===== src/rtl/div_result_bcd.sv =====
// Parallel double-dabble conversion of a divider's quotient and remainder into 3-digit BCD.
// Define DIV_BCD_BLANK_EN to replace leading zero digits with 4'hF on the outputs.
module div_result_bcd #(
    parameter int unsigned WIDTH = 7
) (
    input  logic             clk,
    input  logic             rst,
    input  logic             start,
    input  logic [WIDTH-1:0] Q_in,
    input  logic [WIDTH-1:0] R_in,
    output logic [11:0]      q_bcd,
    output logic [11:0]      r_bcd,
    output logic             busy,
    output logic             done
);

    localparam int unsigned CW = $clog2(WIDTH + 1);

    typedef enum logic [1:0] {IDLE, SHIFT, DONE} state_t;

    state_t           state_q, state_d;
    logic [CW-1:0]    cnt_q, cnt_d;
    logic [WIDTH-1:0] qbin_q, qbin_d, rbin_q, rbin_d;
    logic [11:0]      qacc_q, qacc_d, racc_q, racc_d;
    logic [11:0]      qout_q, qout_d, rout_q, rout_d;
    logic [11+WIDTH:0] q_step, r_step;

    // One double-dabble iteration: adjust digits >= 5, then shift {bcd, binary} left.
    function automatic logic [11+WIDTH:0] dabble_step(input logic [11:0] acc,
                                                      input logic [WIDTH-1:0] bin);
        logic [11:0]       adj;
        logic [11+WIDTH:0] v;
        for (int i = 0; i < 3; i++) begin
            if (acc[4*i +: 4] >= 4'd5) begin
                adj[4*i +: 4] = acc[4*i +: 4] + 4'd3;
            end else begin
                adj[4*i +: 4] = acc[4*i +: 4];
            end
        end
        v = {adj, bin};
        return {v[10+WIDTH:0], 1'b0};
    endfunction

    function automatic logic [11:0] fmt(input logic [11:0] bcd);
        logic [11:0] o;
        o = bcd;
`ifdef DIV_BCD_BLANK_EN
        if (o[11:8] == 4'd0) begin
            o[11:8] = 4'hF;
            if (o[7:4] == 4'd0) begin
                o[7:4] = 4'hF;
            end
        end
`endif
        return o;
    endfunction

    assign q_step = dabble_step(qacc_q, qbin_q);
    assign r_step = dabble_step(racc_q, rbin_q);

    always_comb begin
        state_d = state_q;
        cnt_d   = cnt_q;
        qbin_d  = qbin_q;
        rbin_d  = rbin_q;
        qacc_d  = qacc_q;
        racc_d  = racc_q;
        qout_d  = qout_q;
        rout_d  = rout_q;
        unique case (state_q)
            IDLE: begin
                if (start) begin
                    qbin_d  = Q_in;
                    rbin_d  = R_in;
                    qacc_d  = 12'd0;
                    racc_d  = 12'd0;
                    cnt_d   = CW'(WIDTH);
                    state_d = SHIFT;
                end
            end
            SHIFT: begin
                {qacc_d, qbin_d} = q_step;
                {racc_d, rbin_d} = r_step;
                cnt_d = cnt_q - CW'(1);
                // Last shift: outputs take the freshly shifted accumulators directly.
                if (cnt_q == CW'(1)) begin
                    qout_d  = fmt(q_step[11+WIDTH:WIDTH]);
                    rout_d  = fmt(r_step[11+WIDTH:WIDTH]);
                    state_d = DONE;
                end
            end
            DONE: begin
                state_d = IDLE;
            end
            default: begin
                state_d = IDLE;
            end
        endcase
    end

    always_ff @(posedge clk or negedge rst) begin
        if (!rst) begin
            state_q <= IDLE;
            cnt_q   <= '0;
            qbin_q  <= '0;
            rbin_q  <= '0;
            qacc_q  <= '0;
            racc_q  <= '0;
            qout_q  <= '0;
            rout_q  <= '0;
        end else begin
            state_q <= state_d;
            cnt_q   <= cnt_d;
            qbin_q  <= qbin_d;
            rbin_q  <= rbin_d;
            qacc_q  <= qacc_d;
            racc_q  <= racc_d;
            qout_q  <= qout_d;
            rout_q  <= rout_d;
        end
    end

    assign q_bcd = qout_q;
    assign r_bcd = rout_q;
    assign busy  = (state_q != IDLE);
    assign done  = (state_q == DONE);

endmodule


===== config.mk =====
export PLATFORM = sky130hd
export DESIGN_NAME = div_result_bcd
export DESIGN_NICKNAME = d
export VERILOG_FILES = /design/src/rtl/div_result_bcd.sv
export SDC_FILE = /design/constraint.sdc
export NUM_CORES = 1
export LEC_CHECK = 0
export CAP_MARGIN = 30
export CORE_AREA = 5 5 121 123
export DETAILED_ROUTE_END_ITERATION = 10
export DIE_AREA = 0 0 126 128
export GPL_ROUTABILITY_DRIVEN = 0
export GPL_TIMING_DRIVEN = 1
export PLACE_DENSITY = 0.5
export SYNTH_ARGS = -nofsm -noshare
export SYNTH_HDL_FRONTEND = slang
export SYNTH_SLANG_ARGS = --single-unit
export TNS_END_PERCENT = 5

===== constraint.sdc =====
create_clock -name clk -period 2 [get_ports clk]
set_input_delay 0.4 -clock clk [delete_from_list [all_inputs] [get_ports clk]]
set_output_delay 0.4 -clock clk [all_outputs]
set_load 0.02 [all_outputs]

[Word level (Yosys, flattened, before mapping)]
Index checks and enable logic that the tools add are counted.
Storage, ports and cells
  logic and storage cells: 50
  bits in registers: 67
  bits of input ports: 17
  output and inout bits: 26
Operators by class
  equal/unequal tests: 5
  $lt $le $gt $ge: 6
  $add $sub $neg: 7
  reduce and logical (&&, ||, !) cells: 6
  muxes and demuxes: 18
Operator list (number)
  case mux 12 bit (2 select lines): 2
  case mux 7 bit (2 select lines): 2
  >= comparator 4 x 3 -> 1 bit (second input constant): 6
  adder 4 x 2 -> 4 bit (second input constant): 4
  two-way mux 4 bit: 4
  two-way mux 7 bit: 2
  two-way mux 12 bit: 1
  two-way mux 3 bit: 3
  adder 3 x 2 -> 3 bit (second input constant): 2
  case mux 3 bit (2 select lines): 1
  AND reduction 2 bit: 3
  two-way mux 2 bit: 2
  != test 2 bit (second input constant): 2
  case mux 2 bit (2 select lines): 1
  nonzero test 2 bit: 2
  == test 3 x 1 -> 1 bit (second input constant): 1
  subtractor 3 x 1 -> 3 bit (second input constant): 1
  == test 2 x 1 -> 1 bit (second input constant): 1
  == test 2 bit (second input constant): 1
  logical NOT 2 bit: 1

[Longest topological paths before layout]
Gate-level depths: netlist of the first run.
  depth after elaboration: 3
  depth in mapped cells: 7
  depth with buffers taken out: 6

[Worst setup path before layout of the first run]
OpenSTA, ideal clock, no wires.
  path kind: register to register
  from: reg qacc_q[0]
  to: reg qout_q[2] (netlist: q_bcd[2])
  path buffers: 0
  arrival time: 1393 ps
  clock period less this slack: 1469 ps
  setup slack: 531 ps
  required time: 1924 ps
  setup time: 76 ps
  cell stages (with the launch flop): 7
  cells stage by stage: dfrtp_1 -> inv_1 -> ha_1 -> nand2b_1 -> a21oi_2 -> mux2_2 -> o21ai_1
Between the ends
  cells in the longest elaborated chain, start to end: 2
  elaborated cells on any way between the ends: 3
  those cells by class: add/sub: 1; order compare: 1; mux: 1
Ends and longest elaborated chain
  start: declaration: line 24  | logic [11:0] qacc_q, qacc_d, racc_q, racc_d;
  start signal: assignment: line 116  | qacc_q <= qacc_d;
  adder 4 x 2 -> 4 bit or >= comparator 4 x 3 -> 1 bit (tied branches): line 35, 34
  two-way mux 4 bit (*): line 34  | if (acc[4*i +: 4] >= 4'd5) begin
  end signal: assignment: line 118  | qout_q <= qout_d;
  end: declaration: line 25  | logic [11:0] qout_q, qout_d, rout_q, rout_d;
Every way passes the cells marked *; elsewhere a longest branch is shown, timed or not.
A chain may end at the register's enable or synchronous reset.

[Final worst setup path of the first run]
  from: reg state_q[1]
  to: out done
Between the ends
  cells in the longest elaborated chain, start to end: 1
Ends and longest elaborated chain
  start: declaration: line 21  | state_t state_q, state_d;
  start signal: assignment: line 112  | state_q <= state_d;
  == test 2 bit: line 126  | assign done = (state_q == DONE);
  end: declaration: line 14  | output logic done
No other way between the ends.

==> results.json, run 1 <==
{
  "grt_setup_unrepaired": "false",
  "grt_usage_pct": 9.57,
  "final_cells": 551,
  "worstMarginPinSlew_ps": 378,
  "crit_type": "flop to output pin",
  "die_area_um2": 16100,
  "status": "finished clean",
  "grt_start_max_net_pins": 68,
  "syn-num-nets": 354,
  "crit_path_end_kind": "output pin",
  "io_buffers": 42,
  "syn_area_um2": 3260,
  "maxSlewViolCount": 0,
  "die_w_um": 126,
  "leakage_uw": 0.00176,
  "final_common_cell": "dfrtp_1",
  "slew_headroom_pct": 74.8,
  "cts_root_buffer": "clkbuf_16",
  "cts.sinks": 67,
  "path_clk_slew_ps": 60,
  "setup.worst_path.start_class": "flop",
  "fin_crit_sh_pct": 95.2,
  "cap_violations": 0,
  "synthCells": 323,
  "powerDensity_nw_per_um2": 1650,
  "final.setup.tns_ps": 0,
  "drive_gt1_share_pct": 10.2,
  "cts_buffers": 9,
  "setup-violations-final": 0,
  "core_um2": 13600,
  "place_area_um2": 3890,
  "drt-total-wl_mm": 7.31,
  "first_global_vias": 2537,
  "post-place-ws_ps": 131,
  "ant_nets": 0,
  "initial_core_util_pct": 24.1,
  "skew_ps": 7.74,
  "synth_edf_count": 0,
  "cts_tree": "done",
  "yosys.cell_types.count": 34,
  "period_minus_slack_ps": 1900,
  "hold_path.class": "primary input to async pin",
  "hold-worst-slack_ps": 78.8,
  "grt_antenna_before_repair": 0,
  "via_per_inst": 4.45,
  "dp_hpwl_mm": 4.98,
  "cts_buffer_depth": 2,
  "cts_max_level": 3,
  "vias": 2453,
  "grt_pass1_wl_mm": 12.5,
  "nets": 399,
  "drtPass1Iterations": 4,
  "placementRows": 43,
  "grt-ovfl-total": 0,
  "cp_max_fo": 3,
  "vdd_ir_drop_max_v": 0.000483,
  "synth_ff_type": "dfrtp_1",
  "drt_iter0_drc": 100,
  "yosys_warnings": 0,
  "hold_violations": 0,
  "final_cell_mix": "dfrtp_1, o21ai_1, clkdlybuf4s50_1, nand2_1, a21oi_1",
  "dpl.cell_count": 537,
  "synth_seq_cells": 67,
  "final_cell_area_um2": 4180,
  "syn2layout_area_growth_pct": 28.1,
  "fmax_ghz": 0.525,
  "worstPathRequired_ps": 1600,
  "io_pins": 43,
  "clk_latency_ps": 320,
  "worst_slack_ps": 96.9,
  "antenna_cells": 0,
  "seq_area_frac_synth_pct": 51.4,
  "drc_errors": 0,
  "wl_per_cell_um": 13.3,
  "arrival_ps": 1500,
  "async_reset_ff_share_pct": 100,
  "die_h_um": 128,
  "synth_area_per_cell_um2": 10.1
}
sequential cells by signal, indices dropped and copies added (netlist names):
name	flops
q_bcd	12
rbin_q	7
r_bcd	12
qacc_q	12
qbin_q	7
state_q	2
cnt_q	3
racc_q	12
kinds of logic (layout without fill, tap and decap cells):
group	Yosys count	after routing	share of synthesized area (%)
buffers and inverters	32	80	4.87
muxes	8	8	2.76
DFF	67	67	51.4
and+or+nand+nor	82	82	13.7
adders and majority gates	14	14	5.37
xor gates and xnor gates	6	6	1.61
AOI/OAI and AO/OA	114	114	20.3
metrics by stage:
step | power, uW | utilization [%]
floorplan | 4450 | -
global placement | 5390 | 28.7
detailed placement | 5480 | 28.7
CTS | 7040 | 30.8
global route | 7500 | 30.8
finish | 6920 | 30.8
final cells by class:
class,count,area [um2]
inverters,15,56.3
fillers,1441,9380
well taps,180,225
flip-flops and latches,67,1680
clock buffers,11,243
multi-input cells,224,1430
repair buffers,51,510
clock inverters,3,40.0
critical path, cell delays in order, from the launching register on:
cell	delay, ps
dfrtp_1	410
nor2b_1	150
clkdlybuf4s50_1	620
synthesized netlist by cell type, types with 2 or more instances:
master / instances / area, um2
dfrtp_1: 67 / 1680
ha_1: 14 / 175
a21oi_1: 25 / 125
nor2b_1: 14 / 87.6
nand2_1: 33 / 124
nor3b_1: 10 / 75.1
nor3_1: 3 / 15.0
mux2_1: 2 / 22.5
buf_4: 3 / 22.5
o31ai_1: 3 / 22.5
a2bb2oi_1: 3 / 26.3
o21ai_1: 41 / 205
nor2_1: 6 / 22.5
xnor2_1: 6 / 52.6
o22ai_1: 10 / 62.6
nand2b_1: 7 / 43.8
inv_1: 14 / 52.6
clkbuf_1: 2 / 7.51
a21oi_2: 4 / 35.0
mux2_2: 6 / 67.6
a22oi_1: 12 / 90.1
buf_6: 2 / 22.5
o21ai_0: 12 / 60.1
and2b_1: 3 / 22.5
a32o_1: 3 / 30.0
buf_2: 10 / 50.1
final timing paths:
check / from / to / slack, ps / cells after the start
setup / recovery: state_q[1] / done / 100 / 2
hold / removal: rst / qbin_q[2] / 80 / 2
setup reg to reg: racc_q[4] / racc_q[6] / 350 / 6
hold reg to reg: q_bcd[8] / q_bcd[8] / 480 / 2
max in group asynchronous: rst / q_bcd[6] / 1610 / 2
min in group clk: q_bcd[8] / q_bcd[8] / 480 / 2
metal layers:
| layer | wire [um] | global-route usage (%) | part of all wire (%) | vias to the layer above |
|---|---|---|---|---|
| met5 | 0 | 0 | 0 | - |
| met4 | 75 | 2.90 | 1.0 | 0 |
| met3 | 328 | 3.17 | 4.5 | 8 |
| met2 | 3500 | 15.8 | 48 | 49 |
| met1 | 3410 | 11.9 | 47 | 1177 |
| li1 | - | - | - | 1219 |
report_power, final:
group	internal, uW	switching (uW)
clock	980	547
sequential	1920	422
combinational	1390	1650
repair_timing:
item,CTS,global route
setup endpoints to repair,0,1
hold endpoints to repair,0,0
setup buffers,0,0
hold buffers,0,0
gates resized for setup,0,1
Note: power is estimated with default switching activity, not from simulation.
==> inputs of run 2 (changes only) <==
Settings changed: SLEW_MARGIN set to 0.
==> results of run 2 <==
Same layout as run 1: the final DEF is identical, and so are final timing and power.
==> inputs of run 3 (changes only) <==
Settings changed: DONT_BUFFER_PORTS set to 1, PLACE_DENSITY 0.5 to 0.46.
==> run 3 against run 2 <==
Against the previous run:
- combinational power down 22%
- clock-buffer cell count down 1
- cell count down 6.9%
- flip-flop and latch count unchanged
- largest cell class unchanged
- highest routed layer unchanged
==> results.json, run 3 (synthesized netlist as in run 1, its figures left out) <==
{
  "slew_headroom_pct": 73.5,
  "post-place-ws_ps": 375,
  "maxSlewViolCount": 0,
  "clk_latency_ps": 330,
  "reg2reg_to": "racc_q[6]",
  "cap_violations": 0,
  "cts_max_level": 3,
  "crit_type": "flop to output pin",
  "grt_setup_unrepaired": "false",
  "place_area_um2": 3470,
  "final.setup.tns_ps": 0,
  "worstMarginPinSlew_ps": 396,
  "status": "finished clean",
  "fmax_ghz": 0.557,
  "final_cell_mix": "dfrtp_1, o21ai_1, nand2_1, a21oi_1",
  "dp_hpwl_mm": 4.83,
  "drt-total-wl_mm": 7.39,
  "die_w_um": 126,
  "cts.sinks": 67,
  "vias": 2339,
  "grt_usage_pct": 9.71,
  "antenna_cells": 0,
  "grt_start_max_net_pins": 68,
  "cts_tree": "done",
  "vdd_ir_drop_max_v": 0.000587,
  "grt_antenna_before_repair": 0,
  "hold-worst-slack_ps": 255,
  "io_buffers": 0,
  "critPathLaunch": "state_q[1]",
  "postCtsResizedCells": 0,
  "crit_chain": "buf_4 -> nor2b_1",
  "leakage_uw": 0.00164,
  "drive_gt1_share_pct": 12.0,
  "ant_nets": 0,
  "fin_util_pct": 28.3,
  "core_um2": 13600,
  "worst-r2r-cell-count": 6,
  "hold_path.class": "primary input to flop",
  "die_h_um": 128,
  "powerDensity_nw_per_um2": 1770,
  "crit_path_max_incr_delay_ps": 480,
  "wl_per_cell_um": 14.4,
  "cpMaxStageDelayCell": "dfrtp_1",
  "r2r-start": "racc_q[4]",
  "cts_buffers": 9,
  "drtPass1Iterations": 4,
  "reg2reg_setup_slack_ps": 360,
  "holdCritStartpoint": "Q_in[2]",
  "grt-ovfl-total": 0,
  "worstPathRequired_ps": 1600,
  "skew_ps": 6.71,
  "first_global_vias": 2469,
  "arrival_ps": 1390,
  "via_per_inst": 4.56,
  "regArea_um2": 1680,
  "worst_slack_ps": 205,
  "cts_buffer_depth": 2,
  "hold_end": "qbin_q[2]",
  "drc_errors": 0,
  "cp_max_fo": 9,
  "cts_root_buffer": "clkbuf_16",
  "initial_core_util_pct": 24.1,
  "period_minus_slack_ps": 1790,
  "setup.worst_path.start_class": "flop",
  "setup-violations-final": 0,
  "final_common_cell": "dfrtp_1",
  "crit_path_end_kind": "output pin",
  "hold_violations": 0,
  "grt_pass1_wl_mm": 12.6,
  "fin_crit_sh_pct": 89.7,
  "drt_iter0_drc": 81,
  "whs_path_depth": 2,
  "fill_cells": 1464,
  "nets": 360,
  "multiInputGateArea_um2": 1430,
  "io_pins": 43,
  "final_cell_area_um2": 3840,
  "syn2layout_area_growth_pct": 17.8,
  "path_clk_slew_ps": 60,
  "placementRows": 43,
  "die_area_um2": 16100
}
## run 3: timing repair
item,CTS,global route
hold buffers,2,0
endpoints found under the hold margin,67,0
setup buffers,0,0
## run 3: report_power, final
part / switching, uW / leakage [uW] / internal (uW)
clock network: 572 / 0.000159 / 1210
logic: 1320 / 0.000622 / 1060
registers: 707 / 0.000856 / 1920
total: 2600 / 0.00164 / 4190
## run 3: final cells by class
cell class	count	share of cell area (%)
sequential	67	43.6
multi-input combinational	224	37.2
clock buffer	10	5.96
tap	180	5.86
timing repair buffer	12	3.26
clock inverter	5	2.67
inverter	15	1.47
## run 3: how the worst max path moves through the flow
| stage | slack, ps | to | cells after the start |
|---|---|---|---|
| global route | 100 | done | 2 |
| CTS | 170 | done | 2 |
| detailed placement | 380 | racc_q[6] | 6 |
| floorplan | 530 | q_bcd[2] | 6 |
| global placement | 410 | qacc_q[2] | 6 |
| finish | 210 | done | 2 |
## run 3: worst max-delay path: cells and delay by family, from the launching register on
kind | cells | cell delay [ps]
DFF | 1 | 480
buffers and inverters | 1 | 210
and+or+nand+nor | 1 | 370
## run 3: metrics by stage
step                      std cells  power [uW]
after detailed placement        496        5050
after global placement          496        4990
after global routing            513        7370
after floorplan                 323        4450
after CTS                       513        6930
final                           513        6790
## run 3: per-layer routing
metal | vias to the layer above | GRT usage, % | wire length (um)
met2 | 40 | 15.4 | 3360
li1 | 1144 | - | -
met4 | 0 | 3.41 | 119
met1 | 1144 | 11.8 | 3420
met5 | - | 0 | 0
met3 | 11 | 4.21 | 494
